File: src/rtl/pwm_pkg.sv
// ============================================================================
// Module : pwm_pkg
// Brief  : Shared PWM constants and helpers for the generator/decoder pair.
// Rev    : 1.0  initial release
// ============================================================================
`default_nettype none

package pwm_pkg;

  localparam int PWM_WIDTH_DEF = 8;
  localparam int SYNC_DEF      = 2;

  // PWM period in clk cycles for a given level width
  function automatic int pwm_period(input int width);
    return 1 << width;
  endfunction

endpackage

`default_nettype wire

File: src/rtl/sync_ff.sv
// ============================================================================
// Module : sync_ff
// Brief  : Generic multi-stage bit synchroniser, async active-low clear.
// Rev    : 1.0  initial release
// ============================================================================
`default_nettype none

module sync_ff #(
  parameter int STAGES = 2
) (
  input  logic clk,
  input  logic rst_n,
  input  logic d_i,
  output logic q_o
);

  logic [STAGES-1:0] sync_q;

  always_ff @(posedge clk or negedge rst_n) begin
    if (!rst_n) begin
      sync_q <= '0;
    end else begin
      sync_q <= {sync_q[STAGES-2:0], d_i};
    end
  end

  assign q_o = sync_q[STAGES-1];

endmodule

`default_nettype wire

File: src/rtl/pwm_decoder.sv
// ============================================================================
// Module : pwm_decoder
// Brief  : Measures PWM duty over a 2**WIDTH-cycle window and recovers level.
// Rev    : 1.0  initial release
// ============================================================================
`default_nettype none

module pwm_decoder
  import pwm_pkg::*;
#(
  parameter int WIDTH  = PWM_WIDTH_DEF,
  parameter bit INVERT = 1'b0,
  parameter int SYNC   = SYNC_DEF
) (
  input  logic             clk,
  input  logic             rst_n,
  input  logic             pwm_in,
  output logic [WIDTH-1:0] level,
  output logic             level_valid,
  output logic             sat,
  output logic             idle,
  output logic             changed
);

  localparam int             PERIOD = pwm_period(WIDTH);
  localparam logic [WIDTH:0] FULL   = PERIOD[WIDTH:0];

  logic             s;
  logic             s_dly_q;
  logic             act;
  logic             edge_det;
  logic             term;
  logic [WIDTH:0]   total;
  logic [WIDTH-1:0] new_level;

  logic [WIDTH-1:0] win_cnt_q,   win_cnt_d;
  logic [WIDTH:0]   act_cnt_q,   act_cnt_d;
  logic             edge_seen_q, edge_seen_d;
  logic [WIDTH-1:0] level_q,     level_d;
  logic             valid_q,     valid_d;
  logic             sat_q,       sat_d;
  logic             idle_q,      idle_d;
  logic             changed_q,   changed_d;

  sync_ff #(
    .STAGES (SYNC)
  ) u_sync (
    .clk   (clk),
    .rst_n (rst_n),
    .d_i   (pwm_in),
    .q_o   (s)
  );

  assign act       = s ^ INVERT;
  assign edge_det  = s ^ s_dly_q;
  assign term      = &win_cnt_q;
  assign total     = act_cnt_q + {{WIDTH{1'b0}}, act};
  // A fully active window overflows the level range, so clamp it
  assign new_level = (total == FULL) ? {WIDTH{1'b1}} : total[WIDTH-1:0];

  always_comb begin
    win_cnt_d   = win_cnt_q + {{(WIDTH-1){1'b0}}, 1'b1};
    act_cnt_d   = total;
    edge_seen_d = edge_seen_q | edge_det;
    level_d     = level_q;
    valid_d     = 1'b0;
    sat_d       = sat_q;
    idle_d      = idle_q;
    changed_d   = 1'b0;
    if (term) begin
      // Terminal-cycle sample and edge belong to the window being closed
      act_cnt_d   = '0;
      edge_seen_d = 1'b0;
      level_d     = new_level;
      valid_d     = 1'b1;
      sat_d       = (total == FULL);
      idle_d      = ~(edge_seen_q | edge_det);
      changed_d   = (new_level != level_q);
    end
  end

  always_ff @(posedge clk or negedge rst_n) begin
    if (!rst_n) begin
      s_dly_q     <= 1'b0;
      win_cnt_q   <= '0;
      act_cnt_q   <= '0;
      edge_seen_q <= 1'b0;
      level_q     <= '0;
      valid_q     <= 1'b0;
      sat_q       <= 1'b0;
      idle_q      <= 1'b1;
      changed_q   <= 1'b0;
    end else begin
      s_dly_q     <= s;
      win_cnt_q   <= win_cnt_d;
      act_cnt_q   <= act_cnt_d;
      edge_seen_q <= edge_seen_d;
      level_q     <= level_d;
      valid_q     <= valid_d;
      sat_q       <= sat_d;
      idle_q      <= idle_d;
      changed_q   <= changed_d;
    end
  end

  assign level       = level_q;
  assign level_valid = valid_q;
  assign sat         = sat_q;
  assign idle        = idle_q;
  assign changed     = changed_q;

endmodule

`default_nettype wire

File: config.mk
export PLATFORM = sky130hd
export DESIGN_NAME = pwm_decoder
export DESIGN_NICKNAME = d
export VERILOG_FILES = /design/src/rtl/pwm_pkg.sv /design/src/rtl/sync_ff.sv /design/src/rtl/pwm_decoder.sv
export SDC_FILE = /design/constraint.sdc
export NUM_CORES = 1
export LEC_CHECK = 0
export CAP_MARGIN = 15
export CORE_AREA = 2 2 60 62
export CTS_CLUSTER_SIZE = 12
export DETAILED_ROUTE_END_ITERATION = 6
export DIE_AREA = 0 0 62 64
export PLACE_DENSITY = 0.76
export SLEW_MARGIN = 20
export SYNTH_ARGS = -nofsm -noshare
export SYNTH_HDL_FRONTEND = slang
export SYNTH_SLANG_ARGS = --single-unit
File: constraint.sdc
create_clock -name clk -period 2.9 [get_ports clk]
set_input_delay 0.435 -clock clk [delete_from_list [all_inputs] [get_ports clk]]
set_output_delay 0.435 -clock clk [all_outputs]
set_load 0.02 [all_outputs]
# == Word-level counts from Yosys, hierarchy flattened ==
# Index checks and enable logic that the tools add are counted.
# word_totals
latchBits,0
elab_cells,23
ram_bits,0
register_bits,33
mem_count,0
output_inout_bits,12
mem_bits_ro,0
# op_classes
multipliers,0
add_sub_neg,2
bitwise,3
n_eq_ne,2
mux,5
reduce_logical,1
shifts,0
n_div,0
order_cmp,0
# op_table
operator,n
$add 9x1->9,1
$eq 9x9->1 const B,1
$mux 9,1
$add 8x1->8 const B,1
$mux 8,1
$ne 8x8->1,1
$reduce_and 8->1,1
$mux 1,3
$not 1->1,1
$or 1x1->1,1
$xor 1x1->1,1

# == Logic depth before layout (Yosys ltp) ==
# Gate-level depths: netlist of the first run.
# depth
ltp_word,5
mapped_depth,10

# == Hierarchy ==
# Synthesis of the first run repeated with hierarchy kept, for this count alone.
# unflattened
hier_cells,157
area_unflattened_um2,1636.6
# by_module_without_submodules
mod,seq_area_each_um2,cells_per_inst,instances,area_per_inst_um2
pwm_decoder,777.0,155,1,1586.5
sync_ff,50.0,2,1,50.0

# == Worst setup path before layout of the first run ==
# OpenSTA, ideal clock, no wires.
# synth_timing
kind,register to register
startpoint,register u_sync.sync_q[1]
endpoint,register changed_q (netlist: changed)
slack_ns,0.755
required_time_ns,2.772
setup_time_ns,0.128
stages_incl_launch_ff,11
synth_period_minus_slack_ns,2.145
t_arrival_ns,2.017
cell_sequence,dfrtp_1 > ha_1 > ha_1 > nand3_2 > xor2_1 > o41ai_2 > and4_4 > buf_6 > a21oi_1 > o22ai_1 > a31oi_1
# synth_via
elab_chain_len,5
# synth_lines
item,line_no,source
"start, declared",sync_ff.sv:17,logic [STAGES-1:0] sync_q;
"start signal, assigned",sync_ff.sv:23,"sync_q <= {sync_q[STAGES-2:0], d_i};"
$add 9x1->9 (*),pwm_decoder.sv:57,"assign total = act_cnt_q + {{WIDTH{1'b0}}, act};"
$eq 9x9->1,pwm_decoder.sv:59,assign new_level = (total == FULL) ? {WIDTH{1'b1}} : total[WIDTH-1:0];
$mux 8 (*),pwm_decoder.sv:59,
$ne 8x8->1 (*),pwm_decoder.sv:78,changed_d = (new_level != level_q);
$mux 1 (*),pwm_decoder.sv:70,if (term) begin
named net changed_d,pwm_decoder.sv:43,"logic changed_q, changed_d;"
"end signal, assigned",pwm_decoder.sv:102,changed_q <= changed_d;
"end, declared",pwm_decoder.sv:43,
# The timed path passes the listed nets; every way through them passes the cells marked *.
# A chain may end at the register's enable or synchronous reset.

# == Worst setup path in the final report of the first run ==
# Ends and elaborated chain as after synthesis.

==> results of run 1 <==
==> Yosys cell counts, drive strengths merged (2+ instances only) <==
cell type	n	area, um^2
xnor2	13	114
nor2	25	93.8
a31oi	7	43.8
inv	5	18.8
nor3	3	15.0
ha	3	37.5
nor2b	3	18.8
nand4b	2	17.5
nand3	7	40.0
or3	2	12.5
mux2	2	22.5
o21ai	3	15.0
dfrtp	32	801
a21oi	7	35.0
and3	4	30.0
clkbuf	2	7.51
o211ai	2	15.0
nand4	3	18.8
buf	3	33.8
xor2	10	87.6
nand2	4	15.0
==> state kept, by name, indices dropped and copies added, names as in the netlist <==
name           cells
idle               1
level_valid        1
edge_seen_q        1
changed            1
s_dly_q            1
act_cnt_q          9
sat                1
u_sync.sync_q      2
win_cnt_q          8
level              8
==> area by class of cell <==
class	count	area [um^2]
Inverter	5	18.8
Timing Repair Buffer	16	155
Sequential cell	33	827
Clock buffer	8	58.8
Fill cell	293	1440
Tap cell	46	57.6
Multi-Input combinational cell	111	729
==> metal layers <==
metal,global-route usage (%),routed length [um]
met2,26.4,1410
met1,25.9,1340
met4,12.8,117
met5,0,0
met3,5.06,108
==> worst max path at each step <==
| stage | endpoint | slack [ns] | startpoint |
|---|---|---|---|
| global placement | changed | 0.64 | u_sync.sync_q[1] |
| CTS | changed | 0.47 | u_sync.sync_q[1] |
| detailed placement | changed | 0.48 | u_sync.sync_q[1] |
| global route | changed | 0.25 | u_sync.sync_q[1] |
| finish | changed | 0.49 | u_sync.sync_q[1] |
| floorplan | changed | 0.76 | u_sync.sync_q[1] |
==> power by group <==
part / internal (mW) / leakage [nW] / total [mW] / switching, mW
Combinational: 0.175 / 0.349 / 0.388 / 0.213
Sequential: 0.507 / 0.419 / 0.583 / 0.0757
Clock: 0.120 / 0.0326 / 0.266 / 0.146
Total: 0.801 / 0.800 / 1.24 / 0.435
==> kinds of logic after synthesis <==
family	after synthesis	synth area share [%]
AO/OA/AOI/OAI	25	10.4
XOR/XNOR	23	12.5
adder cells (fa/ha/maj)	3	2.32
buffers and inverters	10	3.72
flip-flops	33	51.2
multiplexers	2	1.39
AND/OR/NAND/NOR	58	18.6
==> stage by stage <==
step / utilization (%) / cells
after floorplan: - / 154
after global placement: 54.4 / 211
after detailed placement: 54.4 / 211
after CTS: 56.2 / 219
after global routing: 56.2 / 219
final: 56.2 / 219
==> reports/qor.txt, run 1 <==
status = completed
Worst Hold End = u_sync.sync_q[1]
post-synthesis sequential area ratio = 51.2%
Synth Cell Area = 1620 um^2
num rows = 21
Inserted Diodes = 0
setup bufs post-CTS = 0
CTS max path bufs = 2
Critical Path Stages = 9
routability cong. = 0.847
critical-path cell list = ha_1, ha_1, nand3_2, xor2_1, xnor2_1, or3_1, a21oi_1, o22a_1, a31oi_1
Peak VDD IR = 0.418 mV
wire per inst = 13.6 um
headroom to the max-slew limit = 57.5%
Fin Hold WS = 0.358 ns
vias per inst = 5.37
design area = 1850 um^2
critical path's most frequent cell = ha_1
slowest CP cell = dfrtp_1
GRT Overall Usage = 19.2%
critical path endpoint category = flop
Primary FF master, synth = dfrtp_1
largest net degree at the start of global routing = 34
hpwl dp = 2.04 mm
Worst Hold Depth = 0
Worst Hold Class = reg -> reg
I/O Buffers = 14
1st-iter DRT viols = 44
Critical path buffers and inverters = 0
number of top-level pins = 15
CTS Root Cell = clkbuf_4
number of synthesized flops with an enable pin = 0
Final Max Slew Viols = 0
CP startpoint kind = flop
initial antenna violation count = 0
Setup WS post-layout = 0.492 ns
Leak Pwr = 0.800 nW
Layout Nets = 178
Routed Antenna Nets = 0
Die H = 64 um
clk slew on worst S/H paths = 0.09 ns
P&R area growth vs syn = 14.2%
mean post-synth cell area = 10.5 um^2
Max Fclk = 415 MHz
Initial DRT Pass Iterations = 4
Via Count = 1176
post_cts resized = 0
CP peak stage delay = 0.40 ns
syn nets = 160
worst clock skew = 0.00649 ns
CTS HTree Levels = 2
reg2reg end = changed
cts hold-fix bufs = 0
min Tclk post-route = 2.41 ns
FF-to-FF Start = u_sync.sync_q[1]
DRC viols = 0
total power = 1.24 mW
max-cap violation count = 0
number of global-route vias before repair = 1184
CTS Buf Count = 5
most frequent cells in the layout = 32 x dfrtp_1, 25 x nor2_1, 14 x clkdlybuf4s50_1
worst skew pair latency = 0.33 ns
worst endpoint data arrival time = 2.62 ns
Setup CP Type = reg -> reg
Initial Util = 49.2%
placed cell area = 1790 um^2
post-place setup slack = 0.477 ns
Synth Register Bits = 33
async set-reset flop share out of synthesis = 100%
worst slew pin tran = 0.638 ns
Die W = 62 um
Fin. Hold Viols = 0
die area = 3970 um^2
Critical Path Fanout Max = 6
pwr dens = 669 nW/um^2
reg-to-reg slack, setup = 0.49 ns
fin crit share = 83.0%
worst reg2reg path depth = 9
core area = 3280 um^2
RSZ-0062 raised after global routing = no
Yosys cell types = 35
hold path startpoint = u_sync.sync_q[0]
grt ovf = 0
layout cells sized above 1 = 8.67%
first-pass GRT wire length = 5.45 mm
total negative slack = 0 ns
Synth Warn # = 0
# setup viols final = 0
Clock Sinks = 33
leading cell type in the layout, fill and taps excluded = dfrtp_1
Mapped Cells = 154
CP Data Required Time = 3.11 ns
CTS tree = built
Routed WL = 2.97 mm
CP top delay family = adder cells
(Power assumes the default switching activity.)
==> inputs of run 2 (changes only) <==
- clock period: 2.9 -> 2.38 ns (I/O delays scaled with it)
==> run 2 against run 1 <==
  * Routed wire length up 3.9%
  * Register-to-register slack worse by 0.41 ns
  * Cell count grew 3.7%
  * Sequential share of layout area shrank 2.7 points
  * First-iteration DRC count increased by 14%
  * Clock power up 68%
==> reports/qor.txt, run 2 (same netlist as run 1, synthesis figures left out) <==
Biggest register = act_cnt_q
initial antenna violation count = 0 (unchanged)
Multi-input gate area = 764 um^2 (+4.8%)
Leak Pwr = 0.850 nW (+6.2%)
Initial Util = 49.2% (unchanged)
crit path from = u_sync.sync_q[1]
worst reg2reg path depth = 9 (unchanged)
clk slew on worst S/H paths = 0.10 ns (about the same)
largest net degree at the start of global routing = 34 (unchanged)
most frequent cells in the layout = 32 x dfrtp_1, 25 x nor2_1, 14 x clkdlybuf4s50_1
min Tclk post-route = 2.29 ns (-0.114 ns)
wire per inst = 13.6 um (+0.24%)
routability cong. = 0.889 (+4.9%)
fillers = 283 (-3.4%)
DRC viols = 0 (unchanged)
Fin. Hold Viols = 0 (unchanged)
pwr dens = 880 nW/um^2 (+31%)
worst clock skew = 0.00692 ns (+0.000424 ns)
placed cell area = 1820 um^2 (+1.7%)
Worst Hold Class = reg -> reg
Largest register FFs = 9 (unchanged)
die area = 3970 um^2 (unchanged)
number of top-level pins = 15 (unchanged)
CTS tree = built
Setup CP Type = reg -> reg
Final Max Slew Viols = 0 (unchanged)
reg2reg end = changed
Setup WS post-layout = 0.0854 ns (-0.406 ns)
# setup viols final = 0 (unchanged)
reg-to-reg slack, setup = 0.09 ns (-0.41 ns)
GRT Overall Usage = 18.4% (-0.80 points)
grt ovf = 0 (unchanged)
worst slew pin tran = 0.595 ns (-0.0432 ns)
CP startpoint kind = flop
headroom to the max-slew limit = 60.3% (+2.9 points)
Routed WL = 3.09 mm (+3.9%)
CP Data Required Time = 2.61 ns (-0.50 ns)
critical path endpoint category = flop
hpwl dp = 2.12 mm (+4.1%)
status = completed
Die W = 62 um (unchanged)
fin crit share = 96.4% (+13 points)
crit path to = changed
post-place setup slack = -0.00989 ns (-0.487 ns)
Via Count = 1196 (+1.7%)
max-cap violation count = 0 (unchanged)
CTS Buf Count = 5 (unchanged)
Inserted Diodes = 0 (unchanged)
num rows = 21 (unchanged)
core area = 3280 um^2 (unchanged)
I/O Buffers = 14 (unchanged)
Initial DRT Pass Iterations = 4 (unchanged)
total negative slack = 0 ns (unchanged)
CTS HTree Levels = 2 (unchanged)
Critical Path Fanout Max = 6 (unchanged)
leading cell type in the layout, fill and taps excluded = dfrtp_1
Routed Antenna Nets = 0 (unchanged)
CTS max path bufs = 2 (unchanged)
worst skew pair latency = 0.34 ns (about the same)
first-pass GRT wire length = 5.40 mm (-1.0%)
Layout Cells excl Fill = 227 (+3.7%)
Max Fclk = 436 MHz (+5.0%)
Peak VDD IR = 0.563 mV (+35%)
layout cells sized above 1 = 14.9% (+6.2 points)
vias per inst = 5.27 (-1.9%)
Die H = 64 um (unchanged)
number of global-route vias before repair = 1164 (-1.7%)
P&R area growth vs syn = 21.5%
register cell area after layout = 827 um^2 (unchanged)
design area = 1960 um^2 (+6.4%)
CTS Root Cell = clkbuf_4
Layout Nets = 186 (+4.5%)
Clock Sinks = 33 (unchanged)
worst endpoint data arrival time = 2.52 ns (-0.10 ns)
1st-iter DRT viols = 50 (+14%)
FF-to-FF Start = u_sync.sync_q[1]
Inst Count DP = 215 (+1.9%)
## run 2: metal layers
metal	share of wire (%)	up-vias	GRT usage (%)
li1	-	593	-
met1	47	578	25.8
met2	48	19	27.1
met3	3.4	6	6.28
met4	1.4	0	4.79
met5	0	-	0
## run 2: layout make-up
class | count | share of cell area, %
tap | 46 | 2.93
multi-input combinational | 112 | 38.9
sequential | 33 | 42.1
clock inverter | 2 | 1.91
inverter | 5 | 0.955
clock buffer | 6 | 2.61
timing repair buffer | 23 | 10.6
## run 2: report_power, final
part / switching, mW / internal (mW)
registers: 0.0997 / 0.618
clock network: 0.198 / 0.250
logic: 0.281 / 0.283
total: 0.579 / 1.15
## run 2: repair_timing
| action | 4_1_cts | 5_1_grt |
|---|---|---|
| setup buffers | 0 | 3 |
| resized for setup | 1 | 3 |
| pin swaps | 0 | 3 |
| endpoints found under the setup margin | 1 | 1 |
| gates cloned | 0 | 1 |
| hold buffers | 0 | 0 |
## run 2: how the worst min path moves through the flow
stage                startpoint                to  cells after the start
6_report       u_sync.sync_q[0]  u_sync.sync_q[1]                      0
5_1_grt        u_sync.sync_q[0]  u_sync.sync_q[1]                      0
4_1_cts        u_sync.sync_q[0]  u_sync.sync_q[1]                      0
3_5_place_dp   u_sync.sync_q[0]  u_sync.sync_q[1]                      0
3_3_place_gp   u_sync.sync_q[0]  u_sync.sync_q[1]                      0
2_1_floorplan             rst_n      act_cnt_q[0]                      0
## run 2: metrics by stage
step,hold slack (ns),utilization [%],total power [mW]
3_3_place_gp,0.336,55.4,1.20
5_1_grt,0.374,59.8,1.85
6_report,0.362,59.8,1.73
3_5_place_dp,0.343,55.4,1.22
2_1_floorplan,0.0614,-,1.08
4_1_cts,0.368,58.1,1.68
## run 2: worst max-delay path, cell delays in order (launching register included)
cell and delay [ns]:
dfrtp_1 0.43, ha_4 0.18, ha_4 0.17, nand3_2 0.12
xor2_1 0.18, o41ai_2 0.41, and4_4 0.33, o211a_1 0.17
o22a_1 0.13, a31oi_1 0.06
